===== src/rtl/uart_tx_param.sv =====
// rtl/uart_tx_param.sv - parametrised UART transmitter with FWFT tx FIFO and break generator
// Defining UART_TX_CTS_EN adds cts_n_i, which must be low for a new frame to start.
module uart_tx_param #(
  parameter int DATA_MAX_W = 8,
  parameter int FIFO_DEPTH = 16,
  parameter int OVS        = 16,
  parameter int BRK_W      = 16
) (
  input  logic                        clk_i,
  input  logic                        rst_i,
  input  logic                        ov_tick_i,
  input  logic                        enable_i,
`ifdef UART_TX_CTS_EN
  input  logic                        cts_n_i,
`endif
  input  logic [DATA_MAX_W-1:0]       data_i,
  input  logic                        valid_i,
  output logic                        ready_o,
  input  logic [2:0]                  data_width_i,
  input  logic [2:0]                  parity_i,
  input  logic [1:0]                  stop_i,
  input  logic                        brk_req_i,
  input  logic [BRK_W-1:0]            brk_len_i,
  output logic                        brk_done_o,
  output logic                        frame_done_o,
  output logic                        busy_o,
  output logic [$clog2(FIFO_DEPTH):0] fifo_level_o,
  output logic                        tx_o
);
  localparam int AW = $clog2(FIFO_DEPTH);
  localparam int TW = $clog2(2 * OVS) + 1;

  typedef enum logic [2:0] {IDLE, START, DATA, PARITY, STOP, BREAK} state_t;
  state_t state_q, state_d;

  logic [DATA_MAX_W-1:0] mem [FIFO_DEPTH];
  logic [AW-1:0]         wr_ptr, rd_ptr;
  logic [AW:0]           count;
  logic                  push, pop, empty, full, can_start;

  assign full         = (count == (AW + 1)'(FIFO_DEPTH));
  assign empty        = (count == '0);
  assign ready_o      = !full;
  assign push         = valid_i && !full;
  assign fifo_level_o = count;
  assign busy_o       = (state_q != IDLE);

`ifdef UART_TX_CTS_EN
  assign can_start = !empty && enable_i && !cts_n_i;
`else
  assign can_start = !empty && enable_i;
`endif

  always_ff @(posedge clk_i) begin
    if (rst_i) begin
      wr_ptr <= '0;
      rd_ptr <= '0;
      count  <= '0;
    end else begin
      if (push) begin
        mem[wr_ptr] <= data_i;
        wr_ptr      <= wr_ptr + 1'b1;
      end
      if (pop) rd_ptr <= rd_ptr + 1'b1;
      if (push && !pop)      count <= count + 1'b1;
      else if (pop && !push) count <= count - 1'b1;
    end
  end

  // Frame shadow: word, length, parity and stop mode are frozen when the word is popped.
  logic [DATA_MAX_W-1:0] shift_q, head, head_masked;
  logic [3:0]            nbits_q, nbits_d, width_sum;
  logic                  par_en_q, par_bit_q, par_bit_d;
  logic [1:0]            stop_q;
  logic [BRK_W-1:0]      bit_cnt_q, brk_len_q;
  logic                  brk_hi_q;
  logic [TW-1:0]         tick_q, tick_lim;
  logic                  bit_end, data_last, brk_last;
  logic                  tx_line, frame_end, brk_end;

  assign head      = mem[rd_ptr];
  assign width_sum = {1'b0, data_width_i} + 4'd5;
  assign nbits_d   = (width_sum > 4'(DATA_MAX_W)) ? 4'(DATA_MAX_W) : width_sum;

  always_comb begin
    for (int i = 0; i < DATA_MAX_W; i++)
      head_masked[i] = head[i] && (i < int'(nbits_d));
    case (parity_i[1:0])
      2'd0:    par_bit_d = ^head_masked;
      2'd1:    par_bit_d = ~^head_masked;
      2'd2:    par_bit_d = 1'b1;
      default: par_bit_d = 1'b0;
    endcase
  end

  // Stop bits stretch the bit period to 1.5 or 2 bit times; every other bit is OVS ticks.
  always_comb begin
    tick_lim = TW'(OVS);
    if (state_q == STOP) begin
      case (stop_q)
        2'd1:    tick_lim = TW'(3 * OVS / 2);
        2'd2:    tick_lim = TW'(2 * OVS);
        default: tick_lim = TW'(OVS);
      endcase
    end
  end

  assign bit_end   = ov_tick_i && (tick_q == tick_lim - 1'b1);
  assign data_last = (bit_cnt_q == BRK_W'(nbits_q) - 1'b1);
  assign brk_last  = (bit_cnt_q == brk_len_q - 1'b1);

  always_comb begin
    state_d   = state_q;
    pop       = 1'b0;
    tx_line   = 1'b1;
    frame_end = 1'b0;
    brk_end   = 1'b0;
    case (state_q)
      IDLE: begin
        if (can_start) begin
          state_d = START;
          pop     = 1'b1;
        end else if (brk_req_i && empty) begin
          state_d = BREAK;
        end
      end
      START: begin
        tx_line = 1'b0;
        if (bit_end) state_d = DATA;
      end
      DATA: begin
        tx_line = shift_q[0];
        if (bit_end && data_last) state_d = par_en_q ? PARITY : STOP;
      end
      PARITY: begin
        tx_line = par_bit_q;
        if (bit_end) state_d = STOP;
      end
      STOP: begin
        if (bit_end) begin
          frame_end = 1'b1;
          if (can_start) begin
            state_d = START;
            pop     = 1'b1;
          end else begin
            state_d = IDLE;
          end
        end
      end
      BREAK: begin
        tx_line = brk_hi_q;
        if (bit_end && brk_hi_q) begin
          brk_end = 1'b1;
          state_d = IDLE;
        end
      end
      default: state_d = IDLE;
    endcase
  end

  always_ff @(posedge clk_i) begin
    if (rst_i) begin
      state_q      <= IDLE;
      tick_q       <= '0;
      shift_q      <= '0;
      nbits_q      <= 4'd5;
      par_en_q     <= 1'b0;
      par_bit_q    <= 1'b0;
      stop_q       <= 2'd0;
      bit_cnt_q    <= '0;
      brk_len_q    <= BRK_W'(1);
      brk_hi_q     <= 1'b0;
      tx_o         <= 1'b1;
      frame_done_o <= 1'b0;
      brk_done_o   <= 1'b0;
    end else begin
      state_q      <= state_d;
      tx_o         <= tx_line;
      frame_done_o <= frame_end;
      brk_done_o   <= brk_end;
      if (bit_end || state_q == IDLE) tick_q <= '0;
      else if (ov_tick_i)             tick_q <= tick_q + 1'b1;
      if (pop) begin
        shift_q   <= head;
        nbits_q   <= nbits_d;
        par_en_q  <= parity_i[2];
        par_bit_q <= par_bit_d;
        stop_q    <= stop_i;
        bit_cnt_q <= '0;
      end else if (state_q == IDLE && state_d == BREAK) begin
        brk_len_q <= (brk_len_i == '0) ? BRK_W'(1) : brk_len_i;
        brk_hi_q  <= 1'b0;
        bit_cnt_q <= '0;
      end else if (bit_end && state_q == DATA) begin
        shift_q   <= shift_q >> 1;
        bit_cnt_q <= data_last ? '0 : bit_cnt_q + 1'b1;
      end else if (bit_end && state_q == BREAK && !brk_hi_q) begin
        if (brk_last) begin
          brk_hi_q  <= 1'b1;
          bit_cnt_q <= '0;
        end else begin
          bit_cnt_q <= bit_cnt_q + 1'b1;
        end
      end
    end
  end
endmodule


===== config.mk =====
export PLATFORM = sky130hd
export DESIGN_NAME = uart_tx_param
export DESIGN_NICKNAME = d
export VERILOG_FILES = /design/src/rtl/uart_tx_param.sv
export SDC_FILE = /design/constraint.sdc
export NUM_CORES = 1
export LEC_CHECK = 0
export CORE_MARGIN = 1
export CORE_UTILIZATION = 30
export DETAILED_ROUTE_END_ITERATION = 10
export GPL_TIMING_DRIVEN = 1
export HOLD_SLACK_MARGIN = 0.1
export PLACE_DENSITY = 0.55
export SYNTH_ARGS = -nofsm -noshare
export SYNTH_HDL_FRONTEND = slang
export SYNTH_SLANG_ARGS = --single-unit

===== constraint.sdc =====
create_clock -name clk_i -period 4.61 [get_ports clk_i]
set_clock_uncertainty 0.2 [all_clocks]
set_input_delay 0.922 -clock clk_i [delete_from_list [all_inputs] [get_ports clk_i]]
set_output_delay 0.922 -clock clk_i [all_outputs]
set_load 0.01 [all_outputs]

; Word-level counts from Yosys, hierarchy flattened
; Memories as Yosys holds them, arrays and structs flattened. A register that Yosys moved wholly into a read port is not among the register bits.
; Cells that the tools add are included.
; W data, S select, Z words.
[classes]
addsub = 10
n_lt_le_gt_ge = 9
n_eq_ne = 16
muxes = 39
bitwise = 3
reduce_logical = 45
[ops]
columns = op, count
row1 = $mux W16, 5
row2 = $eq A16 B16 Y1, 2
row3 = $mux W3, 8
row4 = $mux W8, 3
row5 = $logic_and A1 B1 Y1, 20
row6 = $pmux W3 S6, 1
row7 = $add A16 B1 Y16 const B, 1
row8 = $logic_not A16 Y1, 1
row9 = $lt A3 B4 Y1 const A, 4
row10 = $sub A16 B1 Y16 const B, 1
row11 = $mux W1, 12
row12 = $mux W4, 3
row13 = $pmux W6 S2, 1
row14 = $mux W5, 2
row15 = $reduce_bool A2 Y1, 5
row16 = $eq A3 B3 Y1 const B, 3
row17 = $add A4 B1 Y4 const B, 2
row18 = $lt A1 B4 Y1 const A, 2
row19 = $lt A2 B4 Y1 const A, 2
row20 = $reduce_xnor A8 Y1, 1
row21 = $reduce_xor A8 Y1, 1
row22 = $add A6 B1 Y6 const B, 1
row23 = $eq A3 B2 Y1 const B, 2
row24 = $eq A6 B6 Y1, 1
row25 = other kinds (26), 38
[word_totals]
register_bits = 74
ram_bits = 128
input_bits = 38
output_inout_bits = 10
elab_cells = 139
mem_count = 1
[mem_list]
columns = memory, depth, width, rd, rd_clocked_by_memory_dff, write_ports, line_no
row1 = mem, 16, 8, 1, 1, 1, 36  ; logic [DATA_MAX_W-1:0] mem [FIFO_DEPTH];

; Logic depth before layout (Yosys ltp)
; Gate-level depths: netlist of the first run.
[logic_depth]
word_depth = 13
mapped_depth = 18
depth_no_buf = 16

; Worst setup path before layout of the first run
; Ideal clock, no wire load.
[synth_path]
kind = reg2reg
startpoint = reg state_q[1]
endpoint = reg count[4] (netlist: fifo_level_o[4])
setup_ps = 70
t_arrival_ps = 3689
required_time_ps = 4340
path_slack_ps = 651
stages_incl_launch_ff = 18
path_buffers = 2
period_less_slack_ps = 3959
path_cell_list = dfxtp_1 > buf_2 > nand2b_1 > nor4b_2 > ha_1 > xnor2_1 > nand4_2 > a211oi_4 > inv_2 > buf_2 > ha_1 > inv_1 > ha_1 > a21o_1 > a21oi_1 > xnor2_1 > or3_1 > a21oi_1
[synth_via]
elab_chain_cells = 10
word_cells_on_any_way = 13
classes_between = add/sub: 1 / eq/ne: 2 / mux: 4 / reduce/logical: 6
[synth_lines]
columns = element, line_no
row1 = "start, declared", 34  ; state_t state_q, state_d;
row2 = "start signal, assigned", 177  ; state_q <= state_d;
row3 = $eq A3 B3 Y1, "99, 118"
row4 = $mux W6, 99  ; if (state_q == STOP) begin
row5 = $sub A6 B1 Y6, 108  ; assign bit_end = ov_tick_i && (tick_q == tick_lim - 1'b1);
row6 = $eq A6 B6 Y1, 108
row7 = $logic_and A1 B1 Y1, 108
row8 = $mux W1, 140  ; if (bit_end) begin
row9 = $pmux W1 S2 (*), 118  ; case (state_q)
row10 = $logic_not A1 Y1, 65  ; if (push && !pop) count <= count + 1'b1;
row11 = $logic_and A1 B1 Y1, 65
row12 = $mux W5 / $reduce_bool A2 Y1 (equally long branches), --
row13 = "end signal, assigned", 65
row14 = "end signal, assigned", 66  ; else if (pop && !push) count <= count - 1'b1;
row15 = "end, declared", 38  ; logic [AW:0] count;
; Every way passes the cells marked *; elsewhere a longest branch is shown, timed or not.
; A chain may end at the register's enable or synchronous reset.

; Final worst setup path of the first run
[layout_path]
startpoint = reg state_q[2]
endpoint = reg count[4] (netlist: fifo_level_o[4])
; Same word-level chain as after synthesis.

==> impl_results.md, run 1 <==
* Main flop type after synthesis: edfxtp_1
* GRT Total Usage at 13.1%
* Worst Path Arrival at 4.02 ns
* Share of the synthesized area in the top cell type at 39.7%
* Critical Path RT at just under 5 ns
* Status: finished, final reports clean
* Placed Cells at 1,243
* Synth async-reset ratio at 0%
* Yosys warns at 0
* Crit path capture type: register
* Starting DRT DRC Count at 294
* Cell area after synthesis at 9680 sq um
* Critical Path Start Type: register
* IO Pins at 48
* Cell Area, Placed at 10,500 sq um
* Commonest cells post-synth: edfxtp_1, nand2_1, dfxtp_1
* Final #Nets at 920
* # diodes at 0
* Hold Crit Endpoint: brk_len_q[15]
* Main combinational cell family by area after synthesis: simple AND/OR/NAND/NOR gates
* Post-CTS Hold Fix Bufs at 0
* CTS Sinks at 206
* Most common cell in the synthesized netlist: edfxtp_1
* Post-Synth XOR/XNOR Area at ~4.3%
* Postcts setup bufs at 0
* Adder-cell share of the synthesized area at 2.15%
* GP Congestion at 0.817
* Reg area at 5410 sq um
* Syn Nets at 876
* Pins Over Slew Limit at 0
* Simple-Gate Fraction of Synth Area at ~16%
* Post-synth EDFFs at 128
* Max-Cap Viols at 0
* Die width at 182 um
* Initial antenna violation count at 0
* Vias in the first global route at 6,101
* Post-Layout Cell Count at 1,285
* Fin util at 35.5%
* Seq/Total Area, Yosys at 55.9%
* R2R setup slack at 0.84 ns
* Total Wirelength at about 21,000 um
* Total CTS buffers at 23
* DRC at 0
* Hold Crit Class: register to register
* First-pass GRT wire length at 34,200 um
* P per Cell Area at between 500 and 600 nW/um^2
* Max_slew headroom at 35.3%
* H-Tree Depth at 1
* Share of cells above drive strength 1 at 13.7%
* Cell count of the worst hold path at 2
* Unrepaired setup endpoints after global routing: false
* Multi-input gate area at just under 4000 sq um
* DR pass1 iterations at 5
* Area Growth Syn to Fin at 16.0%
* Largest area contributor in the netlist: edfxtp_1
* Initial Utilization at 30.6%
* Vias per cell at 4.91
* Worst VDD drop at 0.332 mV
* HP Start: brk_len_q[15]
* Clock root cell: clkbuf_16
* Clk pin slew, worst setup/hold paths at 0.06 ns
* Fmax achieved at 265 MHz
* Flop and latch count out of synthesis at ~210
* Grt ovf at 0
* Yosys cell types at 68
* Minimum clock period at roughly 3.8 ns
* Final instance area at 11,200 sq um
* Final Power at 5.66 mW
* Worst r2r src: state_q[2]
* Period utilization at about 82%
* Core ar. at 31,600 sq um
* Clk_lat worst skew at roughly 0.52 ns
* Hold Vio Cnt, Final at 0
* Worst-Margin Slew at 0.971 ns
* R2r endpoint: fifo_level_o[4]
* Port buffer count at 47
* Area contributors post-synth: edfxtp_1, dfxtp_1, mux4_2, nand2_1, nor2_1
* CTS tree: done
* Final HPWL DP at 14,200 um
* Fillers at 3,066
* Post-synthesis compound-gate area fraction at 7.65%
* Mux share of post-synthesis cell area at ~10%
* Routed Antenna Nets at 0
* Crit path kind: register to register
* CTS Buffer Depth at 3
* R2R cell count at 15
* CP Max Fanout at 11
* Mean post-synth cell area at about 12 sq um
* # rows at 65
* Chip height at between 150 and 200 um
* DR WL/cell at 16.6 um
* Die ar. at 33,000 sq um
* Leakage power at 3.61 nW
* Largest net degree at the start of global routing at between 40 and 50
* Via count at around 6,300
* Final setup viols at 0
* Syn Inst Count at 822
* Post-CTS Resized at 0
* Fin Setup TNS at 0 ns
-- kinds of logic (layout without fill, tap and decap cells) --
logic type               after synthesis  count (layout)
AND/OR/NAND/NOR                      311             311
multiplexers                          56              56
adder cells (fa/ha/maj)               16              16
flip-flops                           206             206
XOR/XNOR                              47              47
AO/OA/AOI/OAI                        116             116
buffers and inverters                 70             131
-- routing by layer --
metal / GRT usage (%) / part of all wire [%]
met1: 17.5 / 46
met2: 21.8 / 47
met3: 2.33 / 4.1
met4: 3.53 / 2.0
met5: 0 / 0
-- power by group --
| group | leakage [nW] | total [mW] | switching [mW] | internal [mW] |
|---|---|---|---|---|
| clock | 0.368 | 1.79 | 0.736 | 1.05 |
| combinational | 1.45 | 1.58 | 0.861 | 0.720 |
| sequential | 1.79 | 2.29 | 0.192 | 2.10 |
-- placed cells by master (no fill, tap or decap), types with 19 or more instances in the layout --
cell type / Yosys / routed
nor2_1: 61 / 61
buf_4: 1 / 24
xor2_1: 22 / 22
nand2_1: 117 / 117
clkdlybuf4s50_1: 0 / 46
mux4_2: 28 / 28
edfxtp_1: 128 / 128
nand3_1: 19 / 19
dfxtp_1: 78 / 77
a21oi_1: 41 / 41
xnor2_1: 25 / 25
clkbuf_16: 0 / 23
nor3_1: 25 / 25
-- stage by stage --
step	hold WS, ns	setup WS [ns]
floorplan	0.245	0.651
global placement	0.255	0.632
detailed placement	0.264	0.586
CTS	0.274	0.804
global route	0.297	0.571
finish	0.272	0.838
-- layout make-up --
type                            count  share of cell area, %
Multi-Input combinational cell    546                   34.4
Inverter                           18                  0.602
Timing Repair Buffer               71                   5.75
Tap cell                          402                   4.48
Clock inverter                     11                  0.780
Clock buffer                       31                   5.84
Sequential cell                   206                   48.1
-- critical path, stage by stage (launching register included) --
cell,delay (ns)
dfxtp_1,0.53
nand2b_1,0.16
nor4b_2,0.31
ha_1,0.30
xnor2_1,0.16
nand4_2,0.17
a211oi_4,0.31
inv_2,0.06
ha_1,0.20
inv_1,0.14
ha_1,0.29
a21o_1,0.19
a21oi_1,0.17
xnor2_1,0.08
or3_1,0.30
a21oi_1,0.14
-- worst max path at each step --
| stage | cells past startpoint | start | to | slack, ns |
|---|---|---|---|---|
| after floorplan | 17 | state_q[1] | fifo_level_o[4] | 0.65 |
| after global placement | 13 | ov_tick_i | fifo_level_o[4] | 0.63 |
| after detailed placement | 13 | ov_tick_i | fifo_level_o[4] | 0.59 |
| after CTS | 15 | state_q[2] | fifo_level_o[4] | 0.80 |
| after global routing | 15 | state_q[2] | fifo_level_o[4] | 0.57 |
| final | 15 | state_q[2] | fifo_level_o[4] | 0.84 |
-- registers in the layout (all words and copies together), names as in the netlist, 3 cells and up, named ones only --
signal / count
fifo_level_o: 5
bit_cnt_q: 16
rd_ptr: 4
shift_q: 8
nbits_q: 4
brk_len_q: 16
mem: 128
tick_q: 6
state_q: 3
wr_ptr: 4
Note: power is estimated with default switching activity, not from simulation.
==> run 2, diff against run 1 <==
--- a/config.mk
+++ b/config.mk
@@ -10,7 +10,7 @@
 export DETAILED_ROUTE_END_ITERATION = 10
 export GPL_TIMING_DRIVEN = 1
 export HOLD_SLACK_MARGIN = 0.1
-export PLACE_DENSITY = 0.55
+export PLACE_DENSITY = 0.56
 export SYNTH_ARGS = -nofsm -noshare
 export SYNTH_HDL_FRONTEND = slang
 export SYNTH_SLANG_ARGS = --single-unit
==> constraint.sdc (replaced) <==
create_clock -name clk_i -period 3.15 [get_ports clk_i]
set_clock_uncertainty 0.2 [all_clocks]
set_input_delay 0.63 -clock clk_i [delete_from_list [all_inputs] [get_ports clk_i]]
set_output_delay 0.63 -clock clk_i [all_outputs]
set_load 0.01 [all_outputs]
==> impl_results.md, run 2 (same netlist as run 1, synthesis figures left out) <==
* Status: finished, violations left
* Failing checks: negative setup slack
* Vias per cell at 4.87 (-0.75%)
* Chip height at 182 um (unchanged)
* Worst-Margin Slew at 0.589 ns (-0.382 ns)
* Critical Path Start Type: register
* Crit path capture type: register
* Max_slew headroom at 60.7% (+25 points)
* # diodes at 0 (unchanged)
* Unrepaired setup endpoints after global routing: true
* Grt ovf at 0 (unchanged)
* Largest registers: mem x128, bit_cnt_q x16, brk_len_q x16
* Final instance area at 11,700 sq um (+4.2%)
* Placed Cells at 1,290 (+3.8%)
* Via count at 6,486 (+2.8%)
* Max-Cap Viols at 0 (unchanged)
* Die ar. at 33,000 sq um (unchanged)
* Largest register FFs at 128 (unchanged)
* Cell Area, Placed at 10,900 sq um (+4.3%)
* Hold Vio Cnt, Final at 0 (unchanged)
* CP Max Fanout at 4 (-7)
* GP Congestion at 0.778 (-4.8%)
* Most common cell after layout, fill and taps aside: edfxtp_1
* Worst Path Arrival at 3.39 ns (-0.63 ns)
* Pre-CTS setup slack at -0.211 ns (-0.797 ns)
* Leakage power at 3.89 nW (+7.9%)
* Final setup viols at 1 (+1)
* Largest net degree at the start of global routing at 49 (unchanged)
* CTS Sinks at 206 (unchanged)
* Fin Setup TNS at -0.00540 ns (-0.00540 ns)
* Clock root cell: clkbuf_16
* Worst VDD drop at 0.375 mV (+13%)
* Total Wirelength at 22,100 um (+3.7%)
* Share of cells above drive strength 1 at 19.6% (+5.9 points)
* Area Growth Syn to Fin at 21.0%
* IO Pins at 48 (unchanged)
* CTS Buffer Depth at 3 (unchanged)
* Final #Nets at 974 (+5.9%)
* Fmax achieved at 317 MHz (+20%)
* CTS tree: done
* First-pass GRT wire length at 35,400 um (+3.4%)
* Minimum clock period at 3.16 ns (-0.616 ns)
* Critical Path RT at 3.38 ns (-1.48 ns)
* Hold Crit Class: register to register
* DR WL/cell at 16.6 um (+0.16%)
* DRC at 0 (unchanged)
* P per Cell Area at 747 nW/um^2 (+48%)
* Initial antenna violation count at 0 (unchanged)
* DR pass1 iterations at 5 (unchanged)
* GRT Total Usage at 13.6% (+0.48 points)
* Core ar. at 31,600 sq um (unchanged)
* Initial Utilization at 30.6% (unchanged)
* Total CTS buffers at 22 (-4.3%)
* PnR worst setup slack at -0.00540 ns (-0.844 ns)
* Biggest register: mem
* Pins Over Slew Limit at 0 (unchanged)
* Die width at 182 um (unchanged)
* Final hold slack at 0.274 ns (+0.00220 ns)
* Commonest non-fill, non-tap cells in the layout: edfxtp_1, nand2_1, dfxtp_1, buf_4, nor2_1
* Routed Antenna Nets at 0 (unchanged)
* Port buffer count at 47 (unchanged)
* Period utilization at 100% (+18 points)
* H-Tree Depth at 1 (unchanged)
* Post-CTS Hold Fix Bufs at 0 (unchanged)
* Clk pin slew, worst setup/hold paths at 0.06 ns (about the same)
* Post-Layout Cell Count at 1,331 (+3.6%)
* Crit path kind: register to register
* Starting DRT DRC Count at 326 (+11%)
* Clk_lat worst skew at 0.51 ns (about the same)
* Vias in the first global route at 6,443 (+5.6%)
* # rows at 65 (unchanged)
* Final HPWL DP at 15,000 um (+5.3%)
## run 2: worst paths after layout
check	start	depth (start not counted)	slack [ns]	end
min reg2reg	brk_len_q[14]	2	0.27	brk_len_q[14]
max	state_q[1]	16	-0.005	fifo_level_o[4]
min	brk_len_q[14]	2	0.27	brk_len_q[14]
max reg2reg	state_q[1]	16	-0.005	fifo_level_o[4]
## run 2: final cells by class
cell class | instances | area (sq um)
clock buffer | 28 | 583
clock inverter | 5 | 33.8
fill | 3076 | 19900
inverter | 18 | 70.1
multi-input combinational | 546 | 3960
sequential | 206 | 5410
tap | 402 | 503
timing repair buffer | 126 | 1150
## run 2: report_power, final
part	total (mW)	switching (mW)	internal, mW
logic	3.20	1.57	1.63
clock network	2.29	1.00	1.29
registers	3.25	0.178	3.08
## run 2: critical path, cell delays in order (launching register included)
cell and delay (ns):
dfxtp_1 0.30, nand2b_4 0.15, nor4b_4 0.24, ha_1 0.30, xnor2_2 0.15, nand4_2 0.13
a211oi_4 0.29, inv_2 0.08, ha_4 0.17, inv_4 0.07, buf_4 0.10, fa_2 0.18
a21o_1 0.13, a21oi_2 0.05, xnor2_1 0.12, or3_1 0.30, a21oi_1 0.12
## run 2: through the flow
stage | utilization [%] | power [mW]
2_1_floorplan | - | 5.37
3_3_place_gp | 34.6 | 6.12
3_5_place_dp | 34.6 | 6.14
4_1_cts | 36.6 | 8.47
5_1_grt | 37.0 | 9.23
6_report | 37.0 | 8.74
## run 2: repair_timing
action | CTS | global route
setup endpoints to repair | 2 | 19
buffers inserted | 1 | 5
endpoints found under the hold margin | 0 | 0
resized for setup | 2 | 10
pin swaps | 7 | 3
gates cloned | 0 | 2
## run 2: metal layers
layer | share of wire [%] | wire length (um) | track usage (%) | vias to the layer above
li1 | - | - | - | 3215
met1 | 46 | 10300 | 18.0 | 3147
met2 | 49 | 10800 | 23.4 | 102
met3 | 3.5 | 780 | 2.03 | 22
met4 | 1.4 | 304 | 2.95 | 0
met5 | 0 | 0 | 0 | -
